<file path="src/rtl/store_unit.sv">
// Memory-stage store executor: computes the effective address, checks
// alignment and issues one byte-strobed word write per store.
package store_pkg;
    typedef enum logic [1:0] {
        sk_sb      = 2'd0,
        sk_sh      = 2'd1,
        sk_sw      = 2'd2,
        sk_invalid = 2'd3
    } store_kind_t;
endpackage

module store_unit
    import store_pkg::*;
#(
    parameter int XLEN      = 32,
    parameter int IMM_WIDTH = 12
) (
    input  logic                 clk,
    input  logic                 rst,
    input  logic                 req_valid,
    output logic                 req_ready,
    input  store_kind_t          kind,
    input  logic [XLEN-1:0]      base,
    input  logic [IMM_WIDTH-1:0] offset,
    input  logic [XLEN-1:0]      wdata,
    output logic                 mem_valid,
    input  logic                 mem_ready,
    output logic [XLEN-1:0]      mem_addr,
    output logic [XLEN-1:0]      mem_wdata,
    output logic [3:0]           mem_strb,
    output logic                 done_valid,
    output logic [1:0]           done_cause
);

    typedef enum logic [1:0] {
        S_IDLE = 2'd0,
        S_BUS  = 2'd1,
        S_RESP = 2'd2
    } state_t;

    state_t            r_state;
    state_t            w_next;
    logic [XLEN-1:0]   r_addr;
    logic [XLEN-1:0]   r_wdata;
    logic [3:0]        r_strb;
    logic [1:0]        r_cause;

    logic              w_accept;
    logic              w_fault;
    logic [XLEN-1:0]   w_ea;
    logic [XLEN-1:0]   w_imm;
    logic [1:0]        w_cause;
    logic [3:0]        w_strb;
    logic [XLEN-1:0]   w_wdata;

    // Address arithmetic wraps silently modulo 2^XLEN.
    assign w_imm = {{(XLEN-IMM_WIDTH){offset[IMM_WIDTH-1]}}, offset};
    assign w_ea  = base + w_imm;

    always_comb begin
        w_cause = 2'b00;
        unique case (1'b1)
            (kind == sk_invalid):              w_cause = 2'b10;
            (kind == sk_sh && w_ea[0]):        w_cause = 2'b01;
            (kind == sk_sw && |w_ea[1:0]):     w_cause = 2'b01;
            default:                           w_cause = 2'b00;
        endcase
    end

    assign w_fault = (w_cause != 2'b00);

    always_comb begin
        w_strb  = 4'b0000;
        w_wdata = wdata;
        unique case (kind)
            sk_sb: begin
                w_strb  = 4'b0001 << w_ea[1:0];
                w_wdata = {4{wdata[7:0]}};
            end
            sk_sh: begin
                w_strb  = 4'b0011 << w_ea[1:0];
                w_wdata = {2{wdata[15:0]}};
            end
            sk_sw: begin
                w_strb  = 4'b1111;
                w_wdata = wdata;
            end
            default: begin
                w_strb  = 4'b0000;
                w_wdata = wdata;
            end
        endcase
    end

    assign req_ready = (r_state == S_IDLE) && !rst;
    assign w_accept  = req_valid && req_ready;

    always_ff @(posedge clk) begin
        if (rst) begin
            r_state <= S_IDLE;
        end else begin
            r_state <= w_next;
        end
    end

    always_comb begin
        w_next = r_state;
        unique case (r_state)
            S_IDLE: begin
                if (w_accept) begin
                    w_next = w_fault ? S_RESP : S_BUS;
                end
            end
            S_BUS: begin
                if (mem_ready) begin
                    w_next = S_RESP;
                end
            end
            S_RESP: begin
                w_next = S_IDLE;
            end
            default: begin
                w_next = S_IDLE;
            end
        endcase
    end

    // Bus fields load only on a clean accept, so they stay frozen under
    // backpressure and a faulting store leaves the bus untouched.
    always_ff @(posedge clk) begin
        if (rst) begin
            r_addr  <= '0;
            r_wdata <= '0;
            r_strb  <= 4'b0000;
            r_cause <= 2'b00;
        end else if (w_accept) begin
            r_cause <= w_cause;
            if (!w_fault) begin
                r_addr  <= {w_ea[XLEN-1:2], 2'b00};
                r_wdata <= w_wdata;
                r_strb  <= w_strb;
            end
        end
    end

    assign mem_valid  = (r_state == S_BUS);
    assign mem_addr   = r_addr;
    assign mem_wdata  = r_wdata;
    assign mem_strb   = mem_valid ? r_strb : 4'b0000;
    assign done_valid = (r_state == S_RESP);
    assign done_cause = done_valid ? r_cause : 2'b00;

endmodule

</file>
<file path="config.mk">
export PLATFORM = sky130hd
export DESIGN_NAME = store_unit
export DESIGN_NICKNAME = d
export VERILOG_FILES = /design/src/rtl/store_unit.sv
export SDC_FILE = /design/constraint.sdc
export NUM_CORES = 1
export LEC_CHECK = 0
export ABC_AREA = 1
export ABC_CLOCK_PERIOD_IN_PS = 2570
export CORE_ASPECT_RATIO = 2
export CORE_MARGIN = 5
export CORE_UTILIZATION = 49
export CTS_CLUSTER_DIAMETER = 30
export CTS_CLUSTER_SIZE = 14
export DETAILED_ROUTE_END_ITERATION = 8
export GPL_TIMING_DRIVEN = 0
export HOLD_SLACK_MARGIN = 0.06
export PLACE_DENSITY = 0.88
export SKIP_CTS_REPAIR_TIMING = 1
export SKIP_LAST_GASP = 1
export SLEW_MARGIN = 10
export SYNTH_ARGS = -nofsm -noshare
export SYNTH_HDL_FRONTEND = slang
export SYNTH_SLANG_ARGS = --single-unit
export TNS_END_PERCENT = 5
</file>
<file path="constraint.sdc">
create_clock -name clk -period 2.57 [get_ports clk]
set_input_delay 0.514 -clock clk [delete_from_list [all_inputs] [get_ports clk]]
set_output_delay 0.514 -clock clk [all_outputs]
set_load 0.005 [all_outputs]
</file>
==> summary.txt <==
Status
  – Status: finished clean

Global route
  – Remaining Overflow, GRT: 0
  – Initial antenna violation count: 0
  – First-pass GRT wire length: 28100 um
  – Largest net degree at the start of global routing: 22
  – Vias in the first global route: 6107
  – GR Util All Layers: 0.270

Setup path
  – Critical Path RT: 2.79 ns
  – Nature of the critical path endpoint: flip-flop
  – Crit path DAT: 2.75 ns
  – Crit Path Category: input pin to flip-flop
  – Max FO, Critical Path: 10
  – Startpoint types: input pin

Route
  – Via count: 6091
  – WL met1: 5950 um
  – Vias per cell: 5.12
  – WL/cell: 14.9 um
  – DR WL met3: 890 um
  – Initial DRC count: 295
  – Met2 wire length: 9640 um
  – Final WL: 17800 um
  – Pre-antenna DRT Iters: 5
  – ANT nets after route: 0
  – Highest routed layer: met4
  – Drt drc: 0

Synth
  – Synthesized area: 5270 um^2
  – Post-synth ARST share: 0
  – Yosys warning total: 0
  – Synth cell types: 42
  – EDFF count, synth: 0
  – Most frequent cell after synthesis: nand2_1
  – Synth area leader: dfxtp_1
  – FF+latch count, synth: 70
  – Top cells by instance count after synthesis: nand2_1, inv_1, nor2_1, dfxtp_1, a21oi_1
  – Post-synthesis sequential area ratio: 0.266
  – Synth Flop Type: dfxtp_1
  – Mean Syn Cell Area: 5.97 um^2
  – Synth top area share: 0.266
  – Largest cells by area after synthesis: dfxtp_1, nand2_1, inv_1
  – Post-Syn Instances: 883

STA
  – Final hold vios: 0
  – Final clock skew: 0.00563 ns
  – Min Tclk post-route: 2.53 ns
  – Fmax: 395 MHz
  – Final period util: 0.985
  – RSZ-0062 raised after global routing: true
  – Setup violations, final: 0
  – Final Max Tran Viols: 0
  – Slew headroom: 0.603
  – Actual slew at the worst max-slew pin: 0.595 ns

Layout
  – Non-filler cells, final: 1189
  – N_diodes: 0
  – Final non-filler cell area: 7320 um^2
  – Final nets: 1161
  – Share of cells above drive strength 1: 0.0580
  – Area growth syn-to-layout: 38.8%

Clock network
  – Clk sink count: 70
  – CTS tree: built
  – Clock root buffer: clkbuf_16
  – H-tree levels: 3
  – Total CTS buffers: 9
  – Clock insertion delay at the later pin of the skew report: 0.33 ns
  – CTS max path bufs: 2
  – Reg clk slew, reported paths: 0.05 ns

Placed design
  – Placer Congestion: 0.958
  – Hpwl dp: 14400 um
  – Port bufs: 151
  – DP Cell Count: 1172
  – Cell Area, Placed: 6960 um^2

Floorplanning
  – Chip Height: 157 um
  – Die X: 83.4 um
  – Io pins: 155
  – Initial core utilization: 0.500
  – Placement Rows: 53
  – Die area: 13100 um^2
  – Core area: 10500 um^2

Pwr
  – VDD IR max: 293 uV
  – Power, Total: 3700 uW
  – LEAKAGE: 0.00370 uW
  – PwrDens: 506 nW/um^2

Worst hold path
  – Worst Hold Class: flip-flop to flip-flop

Run
  – Max-cap viol count: 0
==> worst paths after layout <==
kind                      startpoint                         to  slack (ns)  depth (start not counted)
min           r_strb[2]$_SDFFE_PP0P_     r_strb[2]$_SDFFE_PP0P_        0.46                          2
min reg2reg   r_strb[2]$_SDFFE_PP0P_     r_strb[2]$_SDFFE_PP0P_        0.46                          2
max reg2reg  r_state[1]$_SDFFE_PP0P_   mem_addr[6]$_SDFFE_PP0P_        0.86                         11
max                        offset[0]  mem_addr[17]$_SDFFE_PP0P_        0.04                         12
==> routing by layer <==
metal,GRT usage,vias up
met5,0,-
met3,0.0337,83
met1,0.243,2686
met2,0.530,251
li1,-,3071
met4,0.208,0
==> registers in the layout, summed over array words and instances (netlist names) <==
name	count
mem_wdata	32
mem_addr	30
r_strb	4
r_cause	2
r_state	2
==> power breakdown <==
| part | internal [uW] | switching (uW) | total (uW) |
|---|---|---|---|
| clock | 847 | 467 | 1310 |
| combinational | 536 | 635 | 1170 |
| sequential | 1170 | 47.0 | 1220 |
==> critical path, cell delays in order <==
cell,delay (ns)
clkdlybuf4s50_1,0.50
ha_4,0.17
fa_2,0.50
nor2_2,0.15
inv_1,0.06
nand2_2,0.11
nand3_4,0.11
inv_4,0.10
buf_2,0.25
nand2_1,0.08
o21ai_0,0.14
inv_1,0.06
==> stage by stage <==
stage          setup slack (ns)  hold slack (ns)  setup TNS (ns)   util
2_1_floorplan             0.387            0.430               0      -
3_5_place_dp             -0.728            0.447          -25.66  0.660
3_3_place_gp             -0.675            0.441          -23.16  0.660
6_report                 0.0397            0.462               0  0.694
5_1_grt                 -0.0528            0.466          -0.425  0.694
4_1_cts                  -0.383            0.456           -5.15  0.690
==> cell usage in the layout (no fill, tap or decap), drive strengths merged, types with 2 or more instances in the layout <==
| master | count |
|---|---|
| nor3 | 6 |
| a31oi | 9 |
| nor2 | 114 |
| xnor2 | 9 |
| o211ai | 2 |
| o21ai | 53 |
| ha | 31 |
| clkinv | 5 |
| buf | 17 |
| clkbuf | 21 |
| clkdlybuf4s50 | 149 |
| bufinv | 2 |
| o21bai | 4 |
| nand3 | 43 |
| conb | 2 |
| nand2 | 279 |
| a21oi | 65 |
| nand4 | 3 |
| a211oi | 3 |
| dfxtp | 70 |
| xor2 | 6 |
| inv | 148 |
==> cell type report <==
type / instances / area, um^2
Buffer: 26 / 199
Sequential cell: 70 / 1400
Clock inverter: 6 / 86.3
Fill cell: 941 / 3220
Timing Repair Buffer: 152 / 1520
Inverter: 150 / 566
Tap cell: 137 / 171
Clock buffer: 10 / 229
Multi-Input combinational cell: 638 / 3150
==> kinds of logic (layout without fill, tap and decap cells) <==
family,count (synthesis),in the layout,synth area share
fa+ha+maj,32,32,0.0774
simple gates,449,449,0.345
buf+inv,176,344,0.142
compound gates,140,140,0.144
flops,70,70,0.266
other cells,1,2,0.000711
xor+xnor,15,15,0.0249
Power figures use the tool's default switching activity.
==> edit 1: new RTL, same settings <==
Set the parameter `IMM_WIDTH` to 24 (it was 12).
--- a/src/rtl/store_unit.sv
+++ b/src/rtl/store_unit.sv
@@ -14,5 +14,5 @@
 #(
     parameter int XLEN      = 32,
-    parameter int IMM_WIDTH = 12
+    parameter int IMM_WIDTH = 24
 ) (
     input  logic                 clk,
Interface: changed (resized offset); port bits go from 155 to 167. No check against the original RTL was run, so the function may have changed too.
==> edit 1 against the unedited design <==
- cell count up 1.6%
- hold slack gained 17 ps
- critical path depth is 1 higher
- synthesized area is 0.66% lower
- sequential cell count stayed put
- highest routed layer unchanged
- global-route usage up 2.1 points
- design area is 2.4% higher
- setup slack got worse by 13 ps
- critical path type unchanged
- count of clock-buffer cells in the layout did not move
- critical endpoint is now mem_addr[9]$_SDFFE_PP0P_
- routed wire length grew 8.4%
- fmax is 0.50% lower
- power up 2.3%
- clock skew increased by 1.1 ps
- largest power group unchanged
==> edit 1: results <==
export IMPL_reg2regPathDepth=12
export IMPL_buffer_area_share_pct=24.8
export IMPL_ir_drop_uv=414
export IMPL_vias=6382
export IMPL_multi_input_gates=641
export IMPL_met3_usage_pct=4.69
export IMPL_ys_types=38
export IMPL_power_switching_w=0.00120
export IMPL_crit_path_end="mem_addr[9]$_SDFFE_PP0P_"
export IMPL_synthTopCellsByCount="273 x nand2_1, 145 x inv_1, 112 x nor2_1"
export IMPL_first_pass_iters=7
export IMPL_multiInputGateArea_um2=3180
export IMPL_skew_ps=6.77
export IMPL_wl_per_cell_um=15.9
export IMPL_inv_count=149
export IMPL_wl_met2_um=10400
export IMPL_seq_cell_count=70
export IMPL_status="completed"
export IMPL_relSlewSlack_pct=60.3
export IMPL_pwr_share_clk_pct=35.3
export IMPL_portBuffers=163
export IMPL_p_leak_nw=3.78
export IMPL_drt_iter0_markers=442
export IMPL_synthXorXnorAreaFrac_pct=2.51
export IMPL_wl_met1_um=5950
export IMPL_critPathArrivalTime_ps=2770
export IMPL_pre_cts_slack_ps=-551
export IMPL_n_all_buffers=195
## edit 1: cell types whose count changed after synthesis, sizes merged
cell / unedited run / this run
a21oi: 65 / 64
a22o: 1 / 0
buf: 18 / 16
clkbuf: 8 / 13
clkinv: 2 / 0
inv: 148 / 149
nand2: 279 / 275
nand3: 43 / 54
nor2: 114 / 113
o21ai: 53 / 51
or2: 1 / 2
## edit 1: through the flow
stage | power (W) | utilization (%) | hold WS [ps] | TNS [ps]
final | 0.00379 | 71.6 | 479 | 0
after global routing | 0.00397 | 71.6 | 495 | -96.9
after CTS | 0.00374 | 70.3 | 461 | -8690
after detailed placement | 0.00241 | 67.2 | 454 | -25340
after global placement | 0.00238 | 67.2 | 443 | -21850
after floorplan | 0.00188 | - | 430 | 0
## edit 1: critical path, cell delays in order
cell	delay (ps)
clkdlybuf4s50_1	500
ha_4	170
fa_2	490
nor2_4	150
inv_1	70
nand2_2	110
nand3_4	110
inv_4	90
buf_12	140
buf_12	150
nand2_1	100
o211ai_1	100
inv_1	60
==> edit 2: new RTL, config.mk and constraints unchanged <==
Without the edit above. Reset style: asynchronous (`rst`), changed in 2 clocked blocks.
--- a/src/rtl/store_unit.sv
+++ b/src/rtl/store_unit.sv
@@ -96,5 +96,5 @@
     assign w_accept  = req_valid && req_ready;
 
-    always_ff @(posedge clk) begin
+    always_ff @(posedge clk or posedge rst) begin
         if (rst) begin
             r_state <= S_IDLE;
@@ -128,5 +128,5 @@
     // Bus fields load only on a clean accept, so they stay frozen under
     // backpressure and a faulting store leaves the bus untouched.
-    always_ff @(posedge clk) begin
+    always_ff @(posedge clk or posedge rst) begin
         if (rst) begin
             r_addr  <= '0;
Behaviour: differs if rst is asserted again (counterexample within 4 cycles, from zero or initial values and one cycle with rst high); with rst held inactive, the same outputs for 10 cycles.
==> edit 2 against the unedited design <==
- setup slack improved by 19 ps
- design area is 0.55% higher
- sequential cell count unchanged
- routed wire length shrank 3.5%
- synthesized area up 0.66%
- register-to-register slack worse by 100 ps
- largest cell class unchanged
Power is not compared: it rests on default switching activity, and its combinational part moved more than twofold at a synthesized area within 25%.
==> edit 2: results <==
export IMPL_grt_max_degree=50
export IMPL_crit_path_end="mem_addr[26]$_DFFE_PP0P_"
export IMPL_post_dp_cell_area_um2=7030
export IMPL_wl_met2_um=9140
export IMPL_utilization_pct=69.8
export IMPL_status="completed"
export IMPL_relSlewSlack_pct=65.7
export IMPL_ys_types=34
export IMPL_drt_iter0_markers=297
export IMPL_fin_nets=1113
export IMPL_ys_seq_area_share_pct=33.0
export IMPL_track_usage_pct=25.8
export IMPL_pre_cts_slack_ps=-706
export IMPL_via_per_inst=5.25
export IMPL_r2r_slack_ps=760
export IMPL_dp_hpwl_um=13900
export IMPL_yosys_top_cells_area="dfrtp_1 33%, nand2_1 25%, inv_1 8.4%, ha_1 7.3%, nand3_1 5.0%"
export IMPL_vias=5989
export IMPL_met3_usage_pct=3.61
export IMPL_async_flop_share_pct=100
export IMPL_drive_gt1_share_pct=4.18
export IMPL_r2r_start="r_state[1]$_DFFE_PP0P_"
export IMPL_met1_usage_pct=23.3
export IMPL_skew_ps=8.59
export IMPL_cp_slowest_stage_delay_ps=520
export IMPL_total_power_w=0.00593
export IMPL_critPathArrivalTime_ps=2780
export IMPL_inv_count=121
export IMPL_use_met2_pct=48.9
export IMPL_multi_input_gates=622
export IMPL_seq_area_um2=1750
export IMPL_first_pass_iters=7
export IMPL_buffer_area_share_pct=22.8
export IMPL_finalWeightedCongestion=0.967
export IMPL_final_clk_cell_share_pct=4.39
export IMPL_grt_pass1_wl_um=27100
export IMPL_portBuffers=152
export IMPL_worstHoldEndpoint="mem_wdata[5]$_DFFE_PP0P_"
export IMPL_multi_input_area_share_pct=40.4
export IMPL_crit_slowest_cell="fa_2"
export IMPL_n_all_buffers=175
export IMPL_wl_met1_um=5620
export IMPL_cp_startpoint="base[0]"
export IMPL_area_growth_syn_to_layout_pct=38.7
edit 2: cell count changes after synthesis, moves of 5 or more:
cell | before | now
nor2_1 | 104 | 55
inv_1 | 146 | 119
nand2_1 | 276 | 353
o21ai_1 | 5 | 0
nand3_1 | 42 | 53
dfrtp_1 | 0 | 70
a21oi_1 | 65 | 39
dfxtp_1 | 70 | 0
nor2_2 | 8 | 1
xor2_1 | 6 | 1
xnor2_1 | 9 | 15
o21ai_0 | 48 | 37
edit 2: logic make-up (layout without fill, tap and decap cells):
| logic type | after synthesis | after routing | synth area share, % |
|---|---|---|---|
| fa+ha+maj | 32 | 32 | 7.69 |
| simple gates | 479 | 479 | 36.0 |
| xor+xnor | 16 | 16 | 2.64 |
| buf+inv | 143 | 312 | 11.2 |
| flops | 70 | 70 | 33.0 |
| compound gates | 93 | 93 | 9.36 |
| other cells | 1 | 2 | 0.0707 |
